--- config.mk ---
export PLATFORM = sky130hd
export DESIGN_NAME = pipeline_ctrl
export DESIGN_NICKNAME = d
export VERILOG_FILES = /design/src/rtl/pipe_pkg.sv /design/src/rtl/md_sequencer.sv /design/src/rtl/pipeline_ctrl.sv
export SDC_FILE = /design/constraint.sdc
export NUM_CORES = 1
export LEC_CHECK = 0
export CAP_MARGIN = 20
export CORE_AREA = 4 4 41 43
export DETAILED_ROUTE_END_ITERATION = 10
export DIE_AREA = 0 0 45 47
export PLACE_DENSITY = 0.76
export SETUP_SLACK_MARGIN = 0.4
export SYNTH_ARGS = -nofsm -noshare
export SYNTH_HDL_FRONTEND = slang
export SYNTH_SLANG_ARGS = --single-unit
--- constraint.sdc ---
create_clock -name clk -period 4.3 [get_ports clk]
set_input_delay 0.645 -clock clk [delete_from_list [all_inputs] [get_ports clk]]
set_output_delay 0.645 -clock clk [all_outputs]
set_load 0.03 [all_outputs]
--- src/rtl/pipe_pkg.sv ---
// Shared types for the pipeline controller: mult/div sequencer states,
// pipeline stage indices and the default mult/div latency.
package pipe_pkg;

  localparam int MD_CYCLES_DEF = 32;
  localparam int NUM_STAGES    = 5;

  typedef enum logic [1:0] {
    MD_IDLE = 2'd0,
    MD_RUN  = 2'd1,
    MD_DONE = 2'd2
  } md_state_t;

  typedef enum logic [2:0] {
    STG_F = 3'd0,
    STG_D = 3'd1,
    STG_E = 3'd2,
    STG_M = 3'd3,
    STG_W = 3'd4
  } stage_t;

  // A stall in stage X must also hold every earlier stage.
  function automatic logic [NUM_STAGES-1:0] stall_upto(input stage_t last);
    logic [NUM_STAGES-1:0] mask;
    mask = '0;
    for (int i = 0; i < NUM_STAGES; i++) begin
      if (i <= int'(last)) mask[i] = 1'b1;
    end
    return mask;
  endfunction

endpackage

--- src/rtl/md_sequencer.sv ---
// Sequences the iterative mult/div unit beside EX: start pulse, run count,
// and a single HI/LO write pulse that waits out any data-memory stall.
module md_sequencer
  import pipe_pkg::*;
#(
  parameter int MD_CYCLES = MD_CYCLES_DEF,
  parameter int CNT_W     = 6
) (
  input  logic clk,
  input  logic rst,
  input  logic i_md_start,
  input  logic i_dmem_busy,
  output logic o_md_go,
  output logic o_md_done,
  output logic o_md_busy,
  output logic o_md_stall
);

  // r_cnt holds the RUN cycles still to go including the current one, so
  // the op spends 1 (IDLE) + MD_CYCLES-2 (RUN) + 1 (DONE) cycles in EX.
  localparam logic [CNT_W-1:0] CNT_LOAD = CNT_W'(MD_CYCLES - 2);
  localparam logic [CNT_W-1:0] CNT_LAST = CNT_W'(1);

  md_state_t        r_state, w_state_next;
  logic [CNT_W-1:0] r_cnt, w_cnt_next;

  // NOTE: sequential state uses non-blocking assignments only.
  always_ff @(posedge clk) begin
    if (rst) begin
      r_state <= MD_IDLE;
      r_cnt   <= '0;
    end else begin
      r_state <= w_state_next;
      r_cnt   <= w_cnt_next;
    end
  end

  // NOTE: every combinational output gets a default first so no latch is inferred.
  always_comb begin
    w_state_next = r_state;
    w_cnt_next   = r_cnt;
    case (r_state)
      MD_IDLE: begin
        if (i_md_start && !i_dmem_busy) begin
          w_cnt_next   = CNT_LOAD;
          w_state_next = (MD_CYCLES == 2) ? MD_DONE : MD_RUN;
        end
      end
      MD_RUN: begin
        if (!i_dmem_busy) begin
          w_cnt_next = r_cnt - CNT_LAST;
          if (r_cnt == CNT_LAST) w_state_next = MD_DONE;
        end
      end
      MD_DONE: begin
        if (!i_dmem_busy) w_state_next = MD_IDLE;
      end
      default: w_state_next = MD_IDLE;
    endcase
  end

  always_comb begin
    o_md_go    = 1'b0;
    o_md_done  = 1'b0;
    o_md_busy  = 1'b0;
    o_md_stall = 1'b0;
    if (!rst) begin
      case (r_state)
        MD_IDLE: begin
          o_md_stall = i_md_start;
          o_md_go    = i_md_start && !i_dmem_busy;
        end
        MD_RUN: begin
          o_md_stall = 1'b1;
          o_md_busy  = 1'b1;
        end
        // md_stall drops here so the op leaves EX and cannot retrigger.
        MD_DONE: o_md_done = !i_dmem_busy;
        default: ;
      endcase
    end
  end

endmodule

--- src/rtl/pipeline_ctrl.sv ---
// Central stall/flush controller for the 5-stage pipeline: merges memory,
// mult/div, hazard and fetch stalls plus branch redirects into stage controls.
module pipeline_ctrl
  import pipe_pkg::*;
#(
  parameter int MD_CYCLES = MD_CYCLES_DEF,
  parameter int CNT_W     = 6
) (
  input  logic clk,
  input  logic rst,
  input  logic hazard_stall,
  input  logic redirect_d,
  input  logic if_valid,
  input  logic dmem_busy,
  input  logic md_start_e,
  output logic StallF,
  output logic StallD,
  output logic StallE,
  output logic StallM,
  output logic FlushD,
  output logic FlushE,
  output logic FlushM,
  output logic FlushW,
  output logic md_go,
  output logic md_done,
  output logic md_busy
);

  logic                  w_md_stall;
  logic                  w_kill_hit;
  logic [NUM_STAGES-1:0] w_stall;
  logic [NUM_STAGES-1:0] w_flush_req;
  logic [NUM_STAGES-1:0] w_flush;
  logic                  r_kill_pend;

  md_sequencer #(
    .MD_CYCLES(MD_CYCLES),
    .CNT_W    (CNT_W)
  ) u_md_seq (
    .clk        (clk),
    .rst        (rst),
    .i_md_start (md_start_e),
    .i_dmem_busy(dmem_busy),
    .o_md_go    (md_go),
    .o_md_done  (md_done),
    .o_md_busy  (md_busy),
    .o_md_stall (w_md_stall)
  );

  assign w_kill_hit = r_kill_pend && if_valid;

  always_comb begin
    w_stall = '0;
    if (dmem_busy)         w_stall = stall_upto(STG_M);
    else if (w_md_stall)   w_stall = stall_upto(STG_E);
    else if (hazard_stall) w_stall = stall_upto(STG_D);
    else if (!if_valid)    w_stall = stall_upto(STG_F);

    w_flush_req        = '0;
    w_flush_req[STG_W] = dmem_busy;
    w_flush_req[STG_M] = w_md_stall;
    w_flush_req[STG_E] = hazard_stall;
    w_flush_req[STG_D] = !if_valid || redirect_d || w_kill_hit;

    // A stage that is being held keeps its contents; its flush is dropped.
    w_flush = w_flush_req & ~w_stall;
  end

  // A redirect taken while the wrong-path fetch is still outstanding must
  // also discard that instruction when it finally arrives.
  always_ff @(posedge clk) begin
    if (rst) begin
      r_kill_pend <= 1'b0;
    end else if (!w_stall[STG_D]) begin
      if (redirect_d && !if_valid) r_kill_pend <= 1'b1;
      else if (w_kill_hit)         r_kill_pend <= 1'b0;
    end
  end

  always_comb begin
    StallF = !rst && w_stall[STG_F];
    StallD = !rst && w_stall[STG_D];
    StallE = !rst && w_stall[STG_E];
    StallM = !rst && w_stall[STG_M];
    FlushD = rst || w_flush[STG_D];
    FlushE = rst || w_flush[STG_E];
    FlushM = rst || w_flush[STG_M];
    FlushW = rst || w_flush[STG_W];
  end

endmodule

Yosys cells after proc, flatten, opt, wreduce, memory -nomap -nowiden
Cells that the tools add are included.

Input port bits: 7. Output and inout port bits: 11. Register bits: 9. Word-level logic and storage cells: 58.

Reduce and logical (&&, ||, !) cells: 22. Add/subtract/negate cells: 1. Equality and inequality tests: 7. Mux-type cells: 22. Bitwise gates (word level): 3.

Operators with widths (number): $mux 6 (2); $pmux 6 s2 (1); $mux 1 (10); $mux 2 (5); $logic_and 1x1->1 (7); $eq 6x1->1 const B (1); $logic_or 1x1->1 (6); $pmux 2 s3 (1); $sub 6x1->6 const B (1); $and 5x5->5 (1); $not 5->5 (1); $mux 4 (1); $ne 2x1->1 const B (2); $ne 2x2->1 const B (2); $reduce_and 4->1 (1); $reduce_bool 2->1 (2); $logic_not 1->1 (3); $mux 3 (1); $reduce_and 3->1 (1); $eq 2x1->1 const B (1); $eq 2x2->1 const B (1); $logic_not 2->1 (1); $pmux 1 s2 (1); $reduce_and 2->1 (1); $not 1->1 (1).

Longest topological paths before layout
Gate-level depths: netlist of the first run.

Depth in word-level cells: 8. Gate-level depth with buffers: 5. Depth with buffers taken out: 5.

By module
Synthesis of the first run repeated with hierarchy kept, for this count alone.

Cells, all modules: 71. Area, all modules: 598.1 µm².

Modules (own cells, without submodules): md_sequencer (sequential area each 160.2 µm², area each 479.2 µm², times used 1, cells each 54); pipeline_ctrl (sequential area each 20.0 µm², area each 118.9 µm², times used 1, cells each 17).

Worst setup path before layout of the first run
No wires, ideal clock.

Path kind: input to output. Start: input rst. End: output md_done. Data arrival time: 1.876 ns. Stages on the path: 3. Setup slack: 1.779 ns. Buffers on the path: 1. Required time: 3.655 ns. Cell sequence: clkbuf_1 -> or2_2 -> nor3_1.

Word-level cells in the longest chain between the ends: 1.

RTL lines: from (decl) (RTL line pipeline_ctrl.sv:10) `input logic rst,`; $mux 1 (RTL line md_sequencer.sv:67) `if (!rst) begin`; to (decl) (RTL line pipeline_ctrl.sv:25) `output logic md_done,`.

No other way between the ends.

Final worst setup path of the first run
Start: input dmem_busy. End: output md_go.

Word-level cells in the longest chain between the ends: 4.

RTL lines: from (decl) (RTL line pipeline_ctrl.sv:14) `input logic dmem_busy,`; $logic_not 1->1 (RTL line md_sequencer.sv:71) `o_md_go = i_md_start && !i_dmem_busy;`; $logic_and 1x1->1 (RTL line md_sequencer.sv:71); $mux 1 (RTL line md_sequencer.sv:68) `case (r_state)`; $mux 1 (RTL line md_sequencer.sv:67); to (decl) (RTL line pipeline_ctrl.sv:24) `output logic md_go,`.

No other way between the ends.

==> summary.md, run 1 <==
| Metric | Value |
|---|---|
| # nets final | around 100 |
| # diodes | 0 |
| Switch Pwr | roughly 70 uW |
| Slew @ Worst Pin | approximately 0.37 ns |
| Die ar. | 0.00212 mm^2 |
| Post-detail-place hpwl | approximately 1100 um |
| Clock Pin Slew Worst Setup and Hold Paths | about 0.05 ns |
| Combinational Power Share | between 20% and 30% |
| Top-Level Pins | 18 |
| Final WS setup | roughly 0.99 ns |
| Post-CTS setup buffers | 0 |
| TritonCTS Buffers | 3 |
| Crit start category | primary input |
| DR pass1 iterations | 3 |
| # DRC | 0 |
| Initial antenna violation count | 0 |
| DR iter-0 viols | 3 |
| Syn Nets | between 80 and 90 |
| Fin util | between 60% and 70% |
| Top cells by area, synth | dfxtp_1 (31%), a21oi_1 (6.0%), nor2_1 (5.1%) |
| Row count | 13 |
| Synth Flop Type | dfxtp_1 |
| Clk pwr share | between 20% and 30% |
| Post-CTS Resized | 0 |
| Die height | 47 um |
| DP Area | between 700 and 800 um^2 |
| Sequential Power Share | a little over two fifths |
| Fin area | about 800 um^2 |
| Status | completed |
| Async SR Flop Fraction | 0% |
| Critical path class | in2out |
| Final RePlAce weighted congestion | approximately 0.74 |
| RSZ-0062 raised after global routing | false |
| Leading area contributor after synthesis | dfxtp_1 |
| Synthesized area | a little under 600 um^2 |
| Cells after Synth | 75 |
| Arrival @ worst endpoint | ~2.7 ns |
| Via density | 5.48 |
| Routed Antenna Nets | 0 |
| Max_slew headroom | between 70 and 80% |
| Req. time, crit path | 3.65 ns |
| Hold_buf cts | 0 |
| Max IR drop VDD | approximately 0.18 mV |
| Highest Clock Rate | around 300 MHz |
| Fin Setup TNS | 0 ns |
| Layout cell share with drive strength beyond 1 | approximately 15% |
| Clock buffer depth | 2 |
| Sequential element share of the synthesized area | 30.8% |
| Final setup vio count | 0 |
| Remaining global-route overflow | 0 |
| Largest net degree at the start of global routing | 21 |
| Final hold slack | 0.506 ns |
| Routed WL per cell | ~13 um |
| Flops & latches, synth | 9 |
| CTS sink cnt | 9 |
| Worst skew pair latency | 0.26 ns |
| Synth top area share | 30.8% |
| Ys Warns | 0 |
| Die outline width | ~45 um |
| CTS root buffer | clkbuf_4 |
| Crit end category | primary output |
| Switching Share | between 30% and 40% |
| Leakage | about 0.00031 uW |
| Hold Crit Class | reg2reg |
| Final period utilization | roughly 77% |
| Most frequent cells after synthesis | dfxtp_1 (9), nor2_1 (8), a21oi_1 (7) |
| Initial Utilization | a little under half |
| Most numerous cell in the Yosys netlist | dfxtp_1 |
| First-pass GRT wire length | between 2000 and 2500 um |
| Max_cap viols | 0 |
| Routed WL | about 1400 um |
| P_int | 157 uW |
| Final Max Tran Viols | 0 |
| Core area | 0.00130 mm^2 |
| Clock skew | approximately 0.0047 ns |
| Port Buf Inserts | 17 |
| Pwr/cell area | ~280 mW/mm^2 |
| Post-synth EDFFs | 0 |
| Clock tree from TritonCTS | yes |
| Place WS | 1.01 ns |
| Vias | approximately 600 |
| Crit path time final | roughly 3.3 ns |
| Distinct cell type count after synthesis | 33 |
| Critical path peak fanout | 7 |
| GRT Util Overall | about 15% |
| H-tree depth | 1 |
| Fin. Hold Viols | 0 |
| Synth-to-Final Area Change | 36.8% |
| Vias in the first global route | 521 |
| Post-Syn Area per Cell | 7.81 um^2 |
==> layout make-up <==
class | instances | area, um^2
timing repair buffer | 19 | 185
fill | 129 | 500
tap | 15 | 18.8
sequential | 9 | 180
multi-input combinational | 56 | 368
clock buffer | 4 | 26.3
inverter | 6 | 22.5
==> placed cells by master (no fill, tap or decap), drive strengths merged, types with 2 or more instances in the layout <==
master          n
clkdlybuf4s50  17
dfxtp           9
nor2            8
a21oi           7
inv             6
or2             4
clkbuf          4
a21o            3
nand2           2
nor3b           2
nor3            2
or3             2
or4             2
a31oi           2
o21ai           2
a211oi          2
ha              2
buf             2
or4b            2
==> flip-flops by register name (all words and copies together) (netlist names) <==
register / cells
u_md_seq.r_state: 2
u_md_seq.r_cnt: 6
r_kill_pend: 1
==> metrics by stage <==
stage | std cells | power, uW
3_5_place_dp | 105 | 165
6_report | 109 | 227
4_1_cts | 109 | 229
2_1_floorplan | 75 | 140
3_3_place_gp | 105 | 164
5_1_grt | 109 | 242
==> kinds of logic (layout without fill, tap and decap cells) <==
| family | after synthesis | in the layout | synth area share [%] |
|---|---|---|---|
| buffers and inverters | 10 | 29 | 6.41 |
| multiplexers | 1 | 1 | 1.71 |
| flip-flops | 9 | 9 | 30.8 |
| AO/OA/AOI/OAI | 21 | 21 | 23.3 |
| AND/OR/NAND/NOR | 32 | 32 | 33.5 |
| adder cells (fa/ha/maj) | 2 | 2 | 4.27 |
==> power by group through the flow <==
| stage | clock network [uW] | registers (uW) | logic [uW] |
|---|---|---|---|
| after floorplan | 0 | 94.9 | 44.6 |
| after global placement | 0 | 97.9 | 66.2 |
| after detailed placement | 0 | 98.0 | 66.8 |
| after CTS | 65.2 | 96.1 | 67.4 |
| after global routing | 72.2 | 96.9 | 73.1 |
| final | 63.5 | 96.2 | 66.9 |
==> worst max-delay path, cell delays in order <==
cell	delay, ns
clkdlybuf4s50_1	0.51
or4b_2	0.72
nor2_1	0.12
clkdlybuf4s50_1	0.67
==> layer usage <==
metal	track usage [%]	share of wire [%]	up-vias
met5	0	0	-
met4	3.51	0.36	0
met3	5.75	3.4	2
met2	22.9	49	8
met1	18.6	47	276
li1	-	-	311
==> final timing paths <==
path,from,endpoint,slack [ns],cells after the start
setup / recovery,dmem_busy,md_go,0.99,4
hold / removal,u_md_seq.r_cnt[0]$_SDFFE_PP0P_,u_md_seq.r_cnt[0]$_SDFFE_PP0P_,0.51,2
setup reg to reg,u_md_seq.r_cnt[1]$_SDFFE_PP0P_,u_md_seq.r_state[1]$_SDFFE_PP0P_,2.63,5
hold reg to reg,u_md_seq.r_cnt[0]$_SDFFE_PP0P_,u_md_seq.r_cnt[0]$_SDFFE_PP0P_,0.51,2
Note: power is estimated with default switching activity, not from simulation.
==> run 2: changes to the inputs <==
--- a/config.mk
+++ b/config.mk
@@ -6,10 +6,10 @@
 export NUM_CORES = 1
 export LEC_CHECK = 0
 export CAP_MARGIN = 20
-export CORE_AREA = 4 4 41 43
+export CORE_MARGIN = 4
+export CORE_UTILIZATION = 40
 export DETAILED_ROUTE_END_ITERATION = 10
-export DIE_AREA = 0 0 45 47
-export PLACE_DENSITY = 0.76
+export PLACE_DENSITY = 0.73
 export SETUP_SLACK_MARGIN = 0.4
 export SYNTH_ARGS = -nofsm -noshare
 export SYNTH_HDL_FRONTEND = slang
==> constraint.sdc (replaced) <==
create_clock -name clk -period 3 [get_ports clk]
set_input_delay 0.45 -clock clk [delete_from_list [all_inputs] [get_ports clk]]
set_output_delay 0.45 -clock clk [all_outputs]
set_load 0.03 [all_outputs]
==> run 2 against run 1 <==
Largest power group unchanged. Highest routed layer unchanged. Largest cell class unchanged. Die area is 1.2% higher. Clock power is 49% higher. Clock skew is 0.0022 ns lower. Flip-flop and latch count stayed put.
==> summary.md, run 2 (same netlist as run 1, synthesis figures left out) <==
| Metric | Value |
|---|---|
| Max_slew headroom | 77.3% (+2.1 points) |
| Switching Share | 31.8% (+1.1 points) |
| Max reg flops | 6 (unchanged) |
| Core area | 0.00133 mm^2 (+2.5%) |
| Clk pwr share | 28.9% (+0.9 points) |
| Initial Utilization | 43.9% (-1.1 points) |
| Critical path peak fanout | 19 (+12) |
| Fin area | 806 um^2 (+0.63%) |
| Clock buffer depth | 2 (unchanged) |
| Final RePlAce weighted congestion | 0.795 (+7.6%) |
| GRT Util Overall | 15.5% (+0.97 points) |
| Req. time, crit path | 2.55 ns (-1.10 ns) |
| Remaining global-route overflow | 0 (unchanged) |
| Clock tree from TritonCTS | yes |
| Die height | 46.3 um (-1.6%) |
| Vias in the first global route | 570 (+9.4%) |
| P_int | 223 uW (+42%) |
| Hold EP | u_md_seq.r_cnt[5]$_SDFFE_PP0P_ |
| Via density | 5.50 (+0.50%) |
| Hold Crit Class | reg2reg |
| Fin. Hold Viols | 0 (unchanged) |
| DR iter-0 viols | 4 (+1) |
| Final period utilization | approximately 80% |
| # nets final | 106 (+1.9%) |
| CTS sink cnt | 9 (unchanged) |
| Vias | 611 (+2.3%) |
| Final setup vio count | 0 (unchanged) |
| DRT met1 WL | 728 um (+12%) |
| Pwr/cell area | 406 mW/mm^2 (+44%) |
| Combinational Power Share | 29.0% (-0.5 points) |
| Slew @ Worst Pin | 0.339 ns (-0.0322 ns) |
| Max IR drop VDD | 0.261 mV (+45%) |
| Clock skew | 0.00244 ns (-0.00223 ns) |
| Max_cap viols | 0 (unchanged) |
| Highest Clock Rate | 411 MHz |
| Clock Pin Slew Worst Setup and Hold Paths | 0.06 ns (about the same) |
| Status | completed |
| Worst reg2reg path depth | 5 (unchanged) |
| Largest net degree at the start of global routing | 20 (-4.8%) |
| Hold path depth | 2 (unchanged) |
| Row count | 13 (unchanged) |
| Fin Setup TNS | 0 ns (unchanged) |
| Crit start category | primary input |
| Arrival @ worst endpoint | 1.99 ns (-0.67 ns) |
| Leakage | 0.000350 uW (+12%) |
| Critical path class | in2out |
| Filler instances | 135 (+4.7%) |
| R2r startpoint | u_md_seq.r_cnt[1]$_SDFFE_PP0P_ |
| Routed WL | 1480 um (+6.6%) |
| DR pass1 iterations | 4 (+1) |
| Port Buf Inserts | 17 (unchanged) |
| Most frequent cells in the layout | clkdlybuf4s50_1 (9), dfxtp_1 (9), nor2_1 (8) |
| DP Area | 790 um^2 (+1.9%) |
| Metal3 WL | 69 um (+47%) |
| Initial antenna violation count | 0 (unchanged) |
| Final Max Tran Viols | 0 (unchanged) |
| Top Layer Used | met4 |
| Switch Pwr | 104 uW (+50%) |
| R2R setup slack | 1.35 ns (-1.28 ns) |
| Reg2Reg Capture Point | u_md_seq.r_state[1]$_SDFFE_PP0P_ |
| Top-Level Pins | 18 (unchanged) |
| # DRC | 0 (unchanged) |
| TritonCTS Buffers | 3 (unchanged) |
| Worst skew pair latency | 0.26 ns (about the same) |
| Die outline width | 46.3 um (+2.8%) |
| Die ar. | 0.00214 mm^2 (+1.2%) |
| Post-detail-place hpwl | 1090 um (+2.9%) |
| First-pass GRT wire length | 2420 um (+8.3%) |
| Metal2 WL | 665 um (-3.1%) |
| Largest regs | u_md_seq.r_cnt: 6 flops, u_md_seq.r_state: 2 flops, r_kill_pend: 1 flops |
| Crit path time final | around 2.4 ns |
| CTS root buffer | clkbuf_4 |
| Routed WL per cell | 13.4 um (+4.7%) |
| # diodes | 0 (unchanged) |
| Routed Antenna Nets | 0 (unchanged) |
| H-tree depth | 1 (unchanged) |
| Register name with the most flops | u_md_seq.r_cnt |
| Crit end category | primary output |
| Sequential Power Share | 42.1% (-0.3 points) |
| Layout cell share with drive strength beyond 1 | 18.8% (+3.9 points) |
| RSZ-0062 raised after global routing | false |
| Post-CTS setup buffers | 0 (unchanged) |
| Worst Hold Launch | u_md_seq.r_cnt[5]$_SDFFE_PP0P_ |
| Synth-to-Final Area Change | 37.6% |
run 2: cell count changes in the layout (fill, tap and decap cells not counted):
cell             before  now
clkdlybuf4s50_1      17    9
buf_4                 2    4
dlymetal6s2s_1        0    2
dlygate4sd2_1         0    4
clkbuf_2              0    2
run 2: routing by layer:
metal  vias up  GRT usage (%)
met5         -              0
met4         0           5.11
met3         5           5.86
met2         9           21.4
met1       279           21.6
li1        318              -
run 2: how the worst max path moves through the flow:
| stage | from | end | slack, ns | cells past startpoint |
|---|---|---|---|---|
| floorplan | rst | md_done | 0.87 | 3 |
| global placement | md_start_e | md_go | 0.18 | 4 |
| detailed placement | md_start_e | md_go | 0.17 | 4 |
| CTS | md_start_e | FlushM | 0.41 | 5 |
| global route | rst | md_busy | 0.48 | 4 |
| finish | rst | md_busy | 0.56 | 4 |
run 2: final cells by class:
type,count,area [um^2],share of cell area [%]
clock buffers,4,26.3,3.26
repair buffers,21,190,23.6
inverters,6,22.5,2.80
flip-flops and latches,9,180,22.4
well taps,15,18.8,2.33
multi-input cells,56,368,45.7
run 2: worst max-delay path, stage by stage:
cell and delay, ns:
clkdlybuf4s50_1 0.42, buf_4 0.21, nor3b_1 0.19, clkdlybuf4s50_1 0.71
run 2: through the flow:
stage	setup slack, ns	cells	total power (uW)	util [%]	hold slack, ns
floorplan	0.869	75	200	-	0.475
global placement	0.179	107	237	59.2	0.500
detailed placement	0.168	107	239	59.2	0.513
CTS	0.412	111	334	60.6	0.518
global route	0.476	111	350	60.4	0.563
finish	0.564	111	327	60.4	0.519
run 2: power groups by stage:
stage	registers [uW]	clock network, uW	logic, uW
after floorplan	136	0	64.0
after CTS	137	100	96.5
after global routing	139	107	104
after global placement	140	0	97.4
after detailed placement	140	0	98.9
final	138	94.5	95.1
run 2: timing repair:
| action | 4_1_cts | 5_1_grt |
|---|---|---|
| hold endpoints to repair | 0 | 0 |
| endpoints found under the setup margin | 6 | 4 |
| gates resized for setup | 6 | 6 |
| hold buffers | 0 | 0 |
==> run 3: changes to the inputs <==
==> constraint.sdc (replaced) <==
create_clock -name clk -period 2 [get_ports clk]
set_input_delay 0.3 -clock clk [delete_from_list [all_inputs] [get_ports clk]]
set_output_delay 0.3 -clock clk [all_outputs]
set_load 0.03 [all_outputs]
==> run 3 against run 2 <==
Register-to-register slack lost 0.93 ns. Routed wire length grew 14%. Via count grew 8.7%. Die area is the same. Final cell count grew 5.4%. Global-route usage grew 3.4 points. Cell area grew 11%. Worst setup slack lost 0.30 ns.
==> summary.md, run 3 (same netlist as run 1, synthesis figures left out) <==
| Metric | Value |
|---|---|
| Status | completed |
| Clock buffer depth | 2 (unchanged) |
| Met3 Resource Use GR | 4.69% (-1.2 points) |
| CTS sink cnt | 9 (unchanged) |
| Final Max Tran Viols | 0 (unchanged) |
| DP Area | 823 um^2 (+4.3%) |
| GRT Util Overall | 18.8% (+3.4 points) |
| Post-detail-place hpwl | 1220 um (+12%) |
| Vias in the first global route | 655 (+15%) |
| Crit end category | primary output |
| Routed Antenna Nets | 0 (unchanged) |
| TritonCTS Buffers | 3 (unchanged) |
| Worst skew pair latency | 0.26 ns (about the same) |
| Arrival @ worst endpoint | 1.44 ns (-0.55 ns) |
| DR iter-0 viols | 10 (+6) |
| Final period utilization | 87.0% |
| Worst reg2reg path depth | 5 (unchanged) |
| Final RePlAce weighted congestion | 0.783 (-1.4%) |
| Critical path class | reg2out |
| Synth-to-Final Area Change | 53.4% |
| GR peak layer | met2 |
| Routed WL | 1690 um (+14%) |
| First-pass GRT wire length | 2840 um (+17%) |
| Initial Utilization | 43.9% (unchanged) |
| Clock skew | 0.000890 ns (-0.00155 ns) |
| Fin util | 67.4% (+6.9 points) |
| Fin Setup TNS | 0 ns (unchanged) |
| Most frequent cells in the layout | buf_4 (14), nor2_1 (7), buf_6 (6) |
| Die height | 46.3 um (unchanged) |
| Initial antenna violation count | 0 (unchanged) |
| H-tree depth | 1 (unchanged) |
| # diodes | 0 (unchanged) |
| Leakage | 0.000382 uW (+9.3%) |
| Max_cap viols | 0 (unchanged) |
| Final setup vio count | 0 (unchanged) |
| Pwr/cell area | 578 mW/mm^2 (+42%) |
| Critical path peak fanout | 8 (-11) |
| # DRC | 0 (unchanged) |
| RSZ-0062 raised after global routing | true |
| Fin area | 898 um^2 (+11%) |
| Req. time, crit path | 1.70 ns (-0.85 ns) |
| CTS root buffer | clkbuf_4 |
| Met1 usage | 23.6% (+2.0 points) |
| Highest Clock Rate | approximately 570 MHz |
| Row count | 13 (unchanged) |
| Most common cell after layout, fill and taps aside | buf_4 |
| Layout cell share with drive strength beyond 1 | 45.1% (+26 points) |
| Clock tree from TritonCTS | yes |
| Die outline width | 46.3 um (unchanged) |
| Clock Pin Slew Worst Setup and Hold Paths | 0.06 ns (about the same) |
| Max reg flops | 6 (unchanged) |
| Filler instances | 116 (-14%) |
| Fin. Hold Viols | 0 (unchanged) |
| Vias | 664 (+8.7%) |
| Largest regs | u_md_seq.r_cnt: 6 flops, u_md_seq.r_state: 2 flops, r_kill_pend: 1 flops |
| Power consumption | 519 uW (+59%) |
| Hold_buf cts | 0 (unchanged) |
| R2r startpoint | u_md_seq.r_cnt[1]$_SDFFE_PP0P_ |
| Top-Level Pins | 18 (unchanged) |
| Crit path time final | about 1.7 ns |
| Via density | 5.68 (+3.1%) |
| Crit path to | md_go |
| Max_slew headroom | 82.1% (+4.7 points) |
| GR Util met2 | 28.8% (+7.4 points) |
| Largest net degree at the start of global routing | 19 (-5.0%) |
| Die ar. | 0.00214 mm^2 (unchanged) |
| Max IR drop VDD | 0.342 mV (+31%) |
| Core area | 0.00133 mm^2 (unchanged) |
| Remaining global-route overflow | 0 (unchanged) |
| Crit start category | flip-flop |
| Slew @ Worst Pin | 0.268 ns (-0.0712 ns) |
| # nets final | 112 (+5.7%) |
| CP startpoint | u_md_seq.r_state[1]$_SDFFE_PP0P_ |
| R2R setup slack | 0.42 ns (-0.93 ns) |
| Hold Crit Class | reg2reg |
| Port Buf Inserts | 17 (unchanged) |
| Register name with the most flops | u_md_seq.r_cnt |
| Routed WL per cell | 14.4 um (+7.8%) |
| DR pass1 iterations | 4 (unchanged) |
| Reg2Reg Capture Point | u_md_seq.r_state[1]$_SDFFE_PP0P_ |
-- run 3: worst min path at each step --
| stage | startpoint | endpoint | depth (start not counted) |
|---|---|---|---|
| CTS | u_md_seq.r_state[1]$_SDFFE_PP0P_ | u_md_seq.r_state[0]$_SDFFE_PP0P_ | 1 |
| global route | u_md_seq.r_state[1]$_SDFFE_PP0P_ | u_md_seq.r_state[0]$_SDFFE_PP0P_ | 1 |
| finish | u_md_seq.r_cnt[0]$_SDFFE_PP0P_ | u_md_seq.r_cnt[0]$_SDFFE_PP0P_ | 2 |
| detailed placement | u_md_seq.r_cnt[5]$_SDFFE_PP0P_ | u_md_seq.r_cnt[5]$_SDFFE_PP0P_ | 2 |
| floorplan | if_valid | r_kill_pend$_SDFFE_PP0P_ | 1 |
| global placement | u_md_seq.r_cnt[5]$_SDFFE_PP0P_ | u_md_seq.r_cnt[5]$_SDFFE_PP0P_ | 2 |
-- run 3: routing by layer --
metal  vias up  wire, um
met5         -         0
met4         0        38
met3         5       107
met2        28       775
met1       301       766
li1        330         -
-- run 3: final cells by class --
cell class	instances	area [um^2]	area share (%)
Clock buffer	4	26.3	2.92
Inverter	6	22.5	2.51
Multi-Input combinational cell	56	412	45.8
Sequential cell	9	185	20.6
Tap cell	15	18.8	2.09
Timing Repair Buffer	27	234	26.0
-- run 3: where the power goes --
part / switching, uW / internal [uW]
Clock: 66.8 / 77.1
Combinational: 89.2 / 80.5
Sequential: 12.6 / 193
Total: 169 / 350
-- run 3: repair_timing --
item,CTS,global route
buffers inserted,1,0
cloned,0,0
resized for setup,21,4
endpoints found under the hold margin,0,0
setup endpoints to repair,15,8
pin swaps,6,2
-- run 3: through the flow --
step,std cells,worst slack [ns],hold WS (ns)
finish,117,0.261,0.526
global route,117,0.204,0.545
CTS,117,0.232,0.520
detailed placement,112,-0.155,0.517
global placement,112,-0.143,0.505
floorplan,75,0.370,0.399
-- run 3: worst max-delay path: stages (launching register included) --
cell and delay (ns):
dfxtp_2 0.37, or4b_4 0.57, nor2_4 0.10, buf_6 0.13
